$ cat config.mk
export PLATFORM = sky130hd
export DESIGN_NAME = core_exerciser_flat
export DESIGN_NICKNAME = d
export VERILOG_FILES = /design/src/rtl/core_exerciser_if.sv /design/src/rtl/core_exerciser.sv /design/src/flat_wrapper.sv
export SDC_FILE = /design/constraint.sdc
export NUM_CORES = 2
export LEC_CHECK = 0
export CAP_MARGIN = 5
export CELL_PAD_IN_SITES_DETAIL_PLACEMENT = 1
export CELL_PAD_IN_SITES_GLOBAL_PLACEMENT = 1
export CORE_AREA = 10 10 624 626
export DETAILED_ROUTE_END_ITERATION = 6
export DIE_AREA = 0 0 634 636
export GPL_TIMING_DRIVEN = 0
export HOLD_SLACK_MARGIN = 0.02
export PLACE_DENSITY = 0.36
export SLEW_MARGIN = 20
export SYNTH_ARGS = -nofsm -noshare
export SYNTH_HDL_FRONTEND = slang
export SYNTH_SLANG_ARGS = --single-unit
$ cat constraint.sdc
create_clock -name clk -period 2.7 [get_ports clk]
set_clock_uncertainty 0.05 [all_clocks]
set_input_delay 0.405 -clock clk [delete_from_list [all_inputs] [get_ports clk]]
set_output_delay 0.405 -clock clk [all_outputs]
set_load 0.05 [all_outputs]
$ cat src/rtl/core_exerciser_if.sv
// Exerciser <-> crypto core handshake bundle.
//   core_en     : one-cycle launch strobe (exerciser -> core)
//   core_a/b    : operands, held from launch until the matching core_valid
//   core_valid  : result strobe (core -> exerciser)
//   core_result : result, meaningful while core_valid=1
// master modport is the exerciser side, slave modport is the core side.
interface core_exerciser_if #(
  parameter int unsigned DATA_WIDTH = 256
);
  logic                  core_en;
  logic [DATA_WIDTH-1:0] core_a;
  logic [DATA_WIDTH-1:0] core_b;
  logic                  core_valid;
  logic [DATA_WIDTH-1:0] core_result;

  modport master (
    output core_en, core_a, core_b,
    input  core_valid, core_result
  );

  modport slave (
    input  core_en, core_a, core_b,
    output core_valid, core_result
  );
endinterface

$ cat src/rtl/core_exerciser.sv
// On-chip exerciser for long-latency crypto cores. A level change on
// start_toggle launches cfg_iterations (0 treated as 1) back-to-back core
// operations, optionally feeding each result back as the next operand A, and
// captures the final result, per-operation latency and total run cycles.
//
// Ports:
//   clk, rst_n      : clock, asynchronous active-low reset
//   start_toggle    : any level change requests a run (ignored while busy)
//   cfg_iterations  : operations per run
//   cfg_chain       : 1 = operand A of op n+1 is the result of op n
//   operand_a/b     : run operands, latched at run start
//   core            : core handshake (core_exerciser_if.master)
//   busy            : run in progress
//   result_valid    : final result available (level)
//   result          : last captured core_result
//   iter_done       : operations completed in current/last run
//   last_latency    : launch-to-valid latency of the latest operation
//   total_cycles    : cycles from first launch to final valid (saturating)
//   timeout_err     : run aborted by the per-operation watchdog
//
// Optional feature: define CORE_EXERCISER_TIMEOUT_EN to enable the watchdog
// (TIMEOUT_CYCLES, truncated to CYCLE_WIDTH). Without it timeout_err stays 0.
module core_exerciser #(
  parameter int unsigned DATA_WIDTH     = 256,
  parameter int unsigned ITER_WIDTH     = 16,
  parameter int unsigned CYCLE_WIDTH    = 32,
  parameter int unsigned TIMEOUT_CYCLES = 1000000
) (
  input  logic                   clk,
  input  logic                   rst_n,
  input  logic                   start_toggle,
  input  logic [ITER_WIDTH-1:0]  cfg_iterations,
  input  logic                   cfg_chain,
  input  logic [DATA_WIDTH-1:0]  operand_a,
  input  logic [DATA_WIDTH-1:0]  operand_b,
  core_exerciser_if.master       core,
  output logic                   busy,
  output logic                   result_valid,
  output logic [DATA_WIDTH-1:0]  result,
  output logic [ITER_WIDTH-1:0]  iter_done,
  output logic [CYCLE_WIDTH-1:0] last_latency,
  output logic [CYCLE_WIDTH-1:0] total_cycles,
  output logic                   timeout_err
);

`ifdef CORE_EXERCISER_TIMEOUT_EN
  localparam bit TIMEOUT_EN = 1'b1;
`else
  localparam bit TIMEOUT_EN = 1'b0;
`endif

  localparam logic [CYCLE_WIDTH-1:0] TIMEOUT_LIM = CYCLE_WIDTH'(TIMEOUT_CYCLES);

  typedef enum logic [1:0] {
    ST_IDLE  = 2'd0,
    ST_ISSUE = 2'd1,
    ST_WAIT  = 2'd2,
    ST_DONE  = 2'd3
  } state_e;

  state_e                 state_q;
  logic                   toggle_q;
  logic                   chain_q;
  logic [ITER_WIDTH-1:0]  count_q;
  logic [DATA_WIDTH-1:0]  a_q;
  logic [DATA_WIDTH-1:0]  b_q;
  logic                   en_q;
  logic                   busy_q;
  logic                   result_valid_q;
  logic [DATA_WIDTH-1:0]  result_q;
  logic [ITER_WIDTH-1:0]  iter_q;
  logic [CYCLE_WIDTH-1:0] lat_q;
  logic [CYCLE_WIDTH-1:0] last_lat_q;
  logic [CYCLE_WIDTH-1:0] total_q;
  logic                   timeout_q;

  // Combinational helpers feeding the state register.
  logic                   start_edge_d;
  logic [ITER_WIDTH-1:0]  count_d;
  logic [ITER_WIDTH-1:0]  iter_inc_d;
  logic [CYCLE_WIDTH-1:0] lat_inc_d;
  logic [CYCLE_WIDTH-1:0] total_inc_d;
  logic                   timeout_hit_d;

  assign start_edge_d  = start_toggle ^ toggle_q;
  assign count_d       = (cfg_iterations == '0) ? ITER_WIDTH'(1) : cfg_iterations;
  assign iter_inc_d    = iter_q + ITER_WIDTH'(1);
  assign lat_inc_d     = (lat_q == '1) ? lat_q : lat_q + CYCLE_WIDTH'(1);
  assign total_inc_d   = (total_q == '1) ? total_q : total_q + CYCLE_WIDTH'(1);
  // Fires on the WAIT cycle that brings the operation to TIMEOUT_CYCLES.
  assign timeout_hit_d = TIMEOUT_EN && (lat_inc_d >= TIMEOUT_LIM);

  // Run sequencer: all state and outputs are registered here.
  always_ff @(posedge clk or negedge rst_n) begin
    if (!rst_n) begin
      state_q        <= ST_IDLE;
      toggle_q       <= 1'b0;
      chain_q        <= 1'b0;
      count_q        <= '0;
      a_q            <= '0;
      b_q            <= '0;
      en_q           <= 1'b0;
      busy_q         <= 1'b0;
      result_valid_q <= 1'b0;
      result_q       <= '0;
      iter_q         <= '0;
      lat_q          <= '0;
      last_lat_q     <= '0;
      total_q        <= '0;
      timeout_q      <= 1'b0;
    end else begin
      // Tracked in every state so edges seen while busy are simply dropped.
      toggle_q <= start_toggle;

      case (state_q)
        ST_IDLE, ST_DONE: begin
          if (start_edge_d) begin
            a_q            <= operand_a;
            b_q            <= operand_b;
            chain_q        <= cfg_chain;
            count_q        <= count_d;
            result_valid_q <= 1'b0;
            iter_q         <= '0;
            total_q        <= '0;
            last_lat_q     <= '0;
            timeout_q      <= 1'b0;
            busy_q         <= 1'b1;
            en_q           <= 1'b1;
            state_q        <= ST_ISSUE;
          end
        end

        ST_ISSUE: begin
          en_q    <= 1'b0;
          lat_q   <= '0;
          // The first launch is not counted; relaunch ISSUE cycles are.
          if (iter_q != '0) begin
            total_q <= total_inc_d;
          end
          state_q <= ST_WAIT;
        end

        ST_WAIT: begin
          lat_q   <= lat_inc_d;
          total_q <= total_inc_d;
          if (core.core_valid) begin
            result_q   <= core.core_result;
            last_lat_q <= lat_inc_d;
            iter_q     <= iter_inc_d;
            if (iter_inc_d == count_q) begin
              busy_q         <= 1'b0;
              result_valid_q <= 1'b1;
              state_q        <= ST_DONE;
            end else begin
              en_q    <= 1'b1;
              state_q <= ST_ISSUE;
              if (chain_q) begin
                a_q <= core.core_result;
              end
            end
          end else if (timeout_hit_d) begin
            busy_q    <= 1'b0;
            timeout_q <= 1'b1;
            state_q   <= ST_DONE;
          end
        end

        default: state_q <= ST_IDLE;
      endcase
    end
  end

  assign core.core_en = en_q;
  assign core.core_a  = a_q;
  assign core.core_b  = b_q;

  assign busy         = busy_q;
  assign result_valid = result_valid_q;
  assign result       = result_q;
  assign iter_done    = iter_q;
  assign last_latency = last_lat_q;
  assign total_cycles = total_q;
  assign timeout_err  = timeout_q;

endmodule

$ cat src/flat_wrapper.sv
// flat-port wrapper written by rule: the top's interface ports become plain ports
module core_exerciser_flat 
#(
  parameter int unsigned DATA_WIDTH     = 256,
  parameter int unsigned ITER_WIDTH     = 16,
  parameter int unsigned CYCLE_WIDTH    = 32,
  parameter int unsigned TIMEOUT_CYCLES = 1000000
)
  (clk, rst_n, start_toggle, cfg_iterations, cfg_chain, operand_a, operand_b, busy, result_valid, result, iter_done, last_latency, total_cycles, timeout_err, core_core_en, core_core_a, core_core_b, core_core_valid, core_core_result);
  core_exerciser_if #(.DATA_WIDTH(DATA_WIDTH)) core_i ();
  input  logic clk;
  input  logic rst_n;
  input  logic start_toggle;
  input  logic [ITER_WIDTH-1:0] cfg_iterations;
  input  logic cfg_chain;
  input  logic [DATA_WIDTH-1:0] operand_a;
  input  logic [DATA_WIDTH-1:0] operand_b;
  output logic busy;
  output logic result_valid;
  output logic [DATA_WIDTH-1:0] result;
  output logic [ITER_WIDTH-1:0] iter_done;
  output logic [CYCLE_WIDTH-1:0] last_latency;
  output logic [CYCLE_WIDTH-1:0] total_cycles;
  output logic timeout_err;
  output wire logic [$bits(core_i.core_en)-1:0] core_core_en;
  output wire logic [$bits(core_i.core_a)-1:0] core_core_a;
  output wire logic [$bits(core_i.core_b)-1:0] core_core_b;
  input wire logic [$bits(core_i.core_valid)-1:0] core_core_valid;
  input wire logic [$bits(core_i.core_result)-1:0] core_core_result;
  assign core_core_en = core_i.core_en;
  assign core_core_a = core_i.core_a;
  assign core_core_b = core_i.core_b;
  assign core_i.core_valid = core_core_valid;
  assign core_i.core_result = core_core_result;
  core_exerciser #(.DATA_WIDTH(DATA_WIDTH), .ITER_WIDTH(ITER_WIDTH), .CYCLE_WIDTH(CYCLE_WIDTH), .TIMEOUT_CYCLES(TIMEOUT_CYCLES)) u_core (.clk(clk), .rst_n(rst_n), .start_toggle(start_toggle), .cfg_iterations(cfg_iterations), .cfg_chain(cfg_chain), .operand_a(operand_a), .operand_b(operand_b), .core(core_i), .busy(busy), .result_valid(result_valid), .result(result), .iter_done(iter_done), .last_latency(last_latency), .total_cycles(total_cycles), .timeout_err(timeout_err));
endmodule
==> impl_metrics.ini <==
[synthesis]
synthCells = 2785
synth_warnings = 0
syn_area_um2 = 37700
synth_cell_types = 63
yosysTopAreaCell = dfrtp_1
synth-edff-count = 0
synth_area_leaders = dfrtp_1, mux2_2, o221a_1, or3_1, clkbuf_1
synth_top_area_share_pct = 59.9
syn_nets = 3581
ys.flop_type = dfrtp_1
ys_seq_elements = 903
synth_area_per_cell_um2 = 13.5
ys_seq_area_share_pct = 59.9
async_reset_ff_share_pct = 100

[pwr]
p_leak_nw = 25.0
seq_power_share_pct = 22.7
p_clk_share_pct = 17.7
p_int_mw = 50.8
irDropWorstVdd_v = 0.000942
p_per_area_nw_per_um2 = 1550
combPwrFrac_pct = 59.6
power_mw = 104
p_sw_mw = 52.8
switching_share_pct = 51.0

[floorplan]
num_rows = 226
core-area_um2 = 377000
die_x_um = 634
initial_core_util_pct = 10.0
ios = 1641
dieArea_um2 = 403000
die_h_um = 636

[critical_path]
reg2reg_from = u_core.iter_done[0]
crit_fanout = 6
cp_data_required_time_ps = 3340
r2r_slack_ps = -490
worstPathArrival_ps = 3830
r2r-end = u_core.core.core_a[61]
setup.worst_path.start_class = register
worstSetupPathType = register to register
ff2ff_path_depth = 14
crit_path_end_kind = register

[global_route]
grt_pass1_vias = 36200
track_usage_pct = 16.5
grt_overflow = 0
grt_pass1_wl_mm = 436
antenna_found_initial = 144
grt_max_degree = 118

[sta]
final_hold_viol_count = 212
fin_hold_ws_ps = -224
fin_crit_sh_pct = 118
setup_viol = 492
worst_slack_ps = -493
period_minus_slack_ps = 3190
fmax_ghz = 0.313
drv_slew = 0
maxSlewHeadroom_pct = 16.1
rsz0062_at_grt = true
worst_pin_slew_ps = 1250

[flow_run]
cap_violations = 0

[clock_network]
clk_latency_ps = 830
path_clk_slew_ps = 50
htree_levels = 4
hold_buffers = 13
cts_sinks = 903
cts_buffers = 138
cts.path.max_buffers = 4
root_buffer = clkbuf_16
cts_tree = yes

[final_layout]
fin_util_pct = 17.7
final_nets = 5433
instances_no_fill = 9801
area_delta_synth_final_pct = 77.2
drive_gt1_share_pct = 21.7

[routing]
firstDrtPassIters = 7
drc_errors = 0
vias = 33800
first_iter_violations = 1811
viasPerCell = 3.45
route.antenna.remaining_nets = 0
routed_wl_mm = 347
wire_per_inst_um = 35.4

[worst_hold_path]
hold_path_class = primary input to asynchronous set/reset pin

[placed_design]
port_buffers = 1639
place_inst = 9458
dpl_worst_slack_ps = -2540
place_hpwl_mm = 298
place_congestion = 0.847

[run_status]
outcome = complete, but fails checks
violations = negative hold slack, negative setup slack
-- power by group through the flow --
stage	registers, mW	clock network [mW]	logic, mW
final	23.6	18.3	61.8
after global routing	24.3	19.7	64.5
after CTS	23.6	19.2	62.5
after detailed placement	23.8	0	60.7
after global placement	23.8	0	60.4
after floorplan	42.3	0	12.8
-- metrics by stage --
step	TNS (ps)	cell area, um2
2_1_floorplan	-4640	37800
3_3_place_gp	-	60500
3_5_place_dp	-1291800	60800
4_1_cts	-236450	66200
5_1_grt	-225200	66800
6_report	-120950	66900
-- registers in the layout, summed over array words and instances (netlist names) --
name / flops
u_core.busy: 1
u_core.iter_done: 16
u_core.state_q: 2
u_core.total_cycles: 32
u_core.result_valid: 1
u_core.lat_q: 32
u_core.core.core_b: 256
u_core.core.core_a: 256
u_core.core.core_en: 1
u_core.chain_q: 1
u_core.result: 256
u_core.count_q: 16
u_core.toggle_q: 1
u_core.last_latency: 32
-- logic make-up (layout without fill, tap and decap cells) --
kind of cell             after synthesis  after routing  synth area share, %
buffers and inverters                241           2191                 3.08
flip-flops                           903            903                 59.9
AND/OR/NAND/NOR                      605            606                 8.73
multiplexers                         540            540                 16.1
adder cells (fa/ha/maj)                7              7                0.232
AO/OA/AOI/OAI                        423            423                 10.5
other                                  1             50              0.00994
XOR/XNOR                              65             65                 1.51
-- synth_stat cells, drive strengths merged, types with 2 or more instances --
master  instances
inv            16
ha              7
and3            9
a31o            2
nor3           22
mux2i          12
nand2b          2
mux2          528
a221o           6
o311ai          9
o31ai          16
a22o            2
a31oi           6
nand3          39
and4           13
nor3b           2
o221a         256
xnor2          41
a21oi          13
nor2b           4
nor2           78
nand4          25
xor2           24
dfrtp         903
nor4           16
buf            74
or3           260
clkbuf        151
nor4b           2
nand2         117
o21ai          87
o22ai           5
or3b            2
a21o            5
or2             3
and2           10
-- cells in the final DEF, fill, tap and decap left out, types with 40 or more instances in the layout --
| cell | instances |
|---|---|
| clkbuf_1 | 128 |
| dfrtp_1 | 886 |
| nor2_1 | 72 |
| clkbuf_16 | 149 |
| buf_2 | 51 |
| xnor2_1 | 40 |
| clkdlybuf4s50_1 | 1598 |
| nand2_1 | 113 |
| or3_1 | 260 |
| mux2_2 | 528 |
| clkbuf_2 | 47 |
| o221a_1 | 256 |
| o21ai_0 | 76 |
| diode_2 | 49 |
-- per-layer routing --
layer / GRT usage [%] / wire length [um]
met3: 6.57 / 31500
met2: 30.2 / 178000
met5: 0 / 449
met4: 3.13 / 7880
met1: 17.9 / 129000
-- worst max-delay path: stages, from the launching register on --
cell and delay (ps):
dfrtp_2 460, buf_6 150, inv_4 50, ha_4 200, xor2_4 180, a2111o_1 330
a2111oi_4 230, nand4_1 140, buf_6 170, a31o_4 220, buf_12 150, buf_12 160
buf_16 160, clkbuf_16 160, o221a_1 200
-- worst max path at each step --
stage / startpoint / to / slack, ps / depth (start not counted)
after CTS: u_core.iter_done[0] / u_core.core.core_a[25] / -550 / 14
after global placement: rst_n / u_core.iter_done[12] / -51410 / 1
after detailed placement: start_toggle / u_core.core.core_a[103] / -2540 / 8
final: u_core.iter_done[0] / u_core.core.core_a[61] / -490 / 14
after floorplan: u_core.iter_done[6] / u_core.core.core_a[215] / -20 / 10
after global routing: u_core.iter_done[0] / u_core.core.core_a[59] / -610 / 14
-- cell type report --
class	count	area [um2]
Tap cell	5016	6280
Fill cell	42600	310000
Clock inverter	33	439
Multi-Input combinational cell	1642	14300
Buffer	221	1490
Inverter	16	66.3
Sequential cell	903	22600
Clock buffer	206	4000
Timing Repair Buffer	1715	17600
Antenna cell	49	123
-- what timing repair did --
item | 4_1_cts | 5_1_grt
endpoints found under the hold margin | 289 | 212
resized for setup | 120 | 79
setup buffers | 15 | 14
setup endpoints to repair | 1197 | 1021
gates cloned | 6 | 12
pin swaps | 36 | 81
No activity file was read; power rests on OpenSTA's default activity.
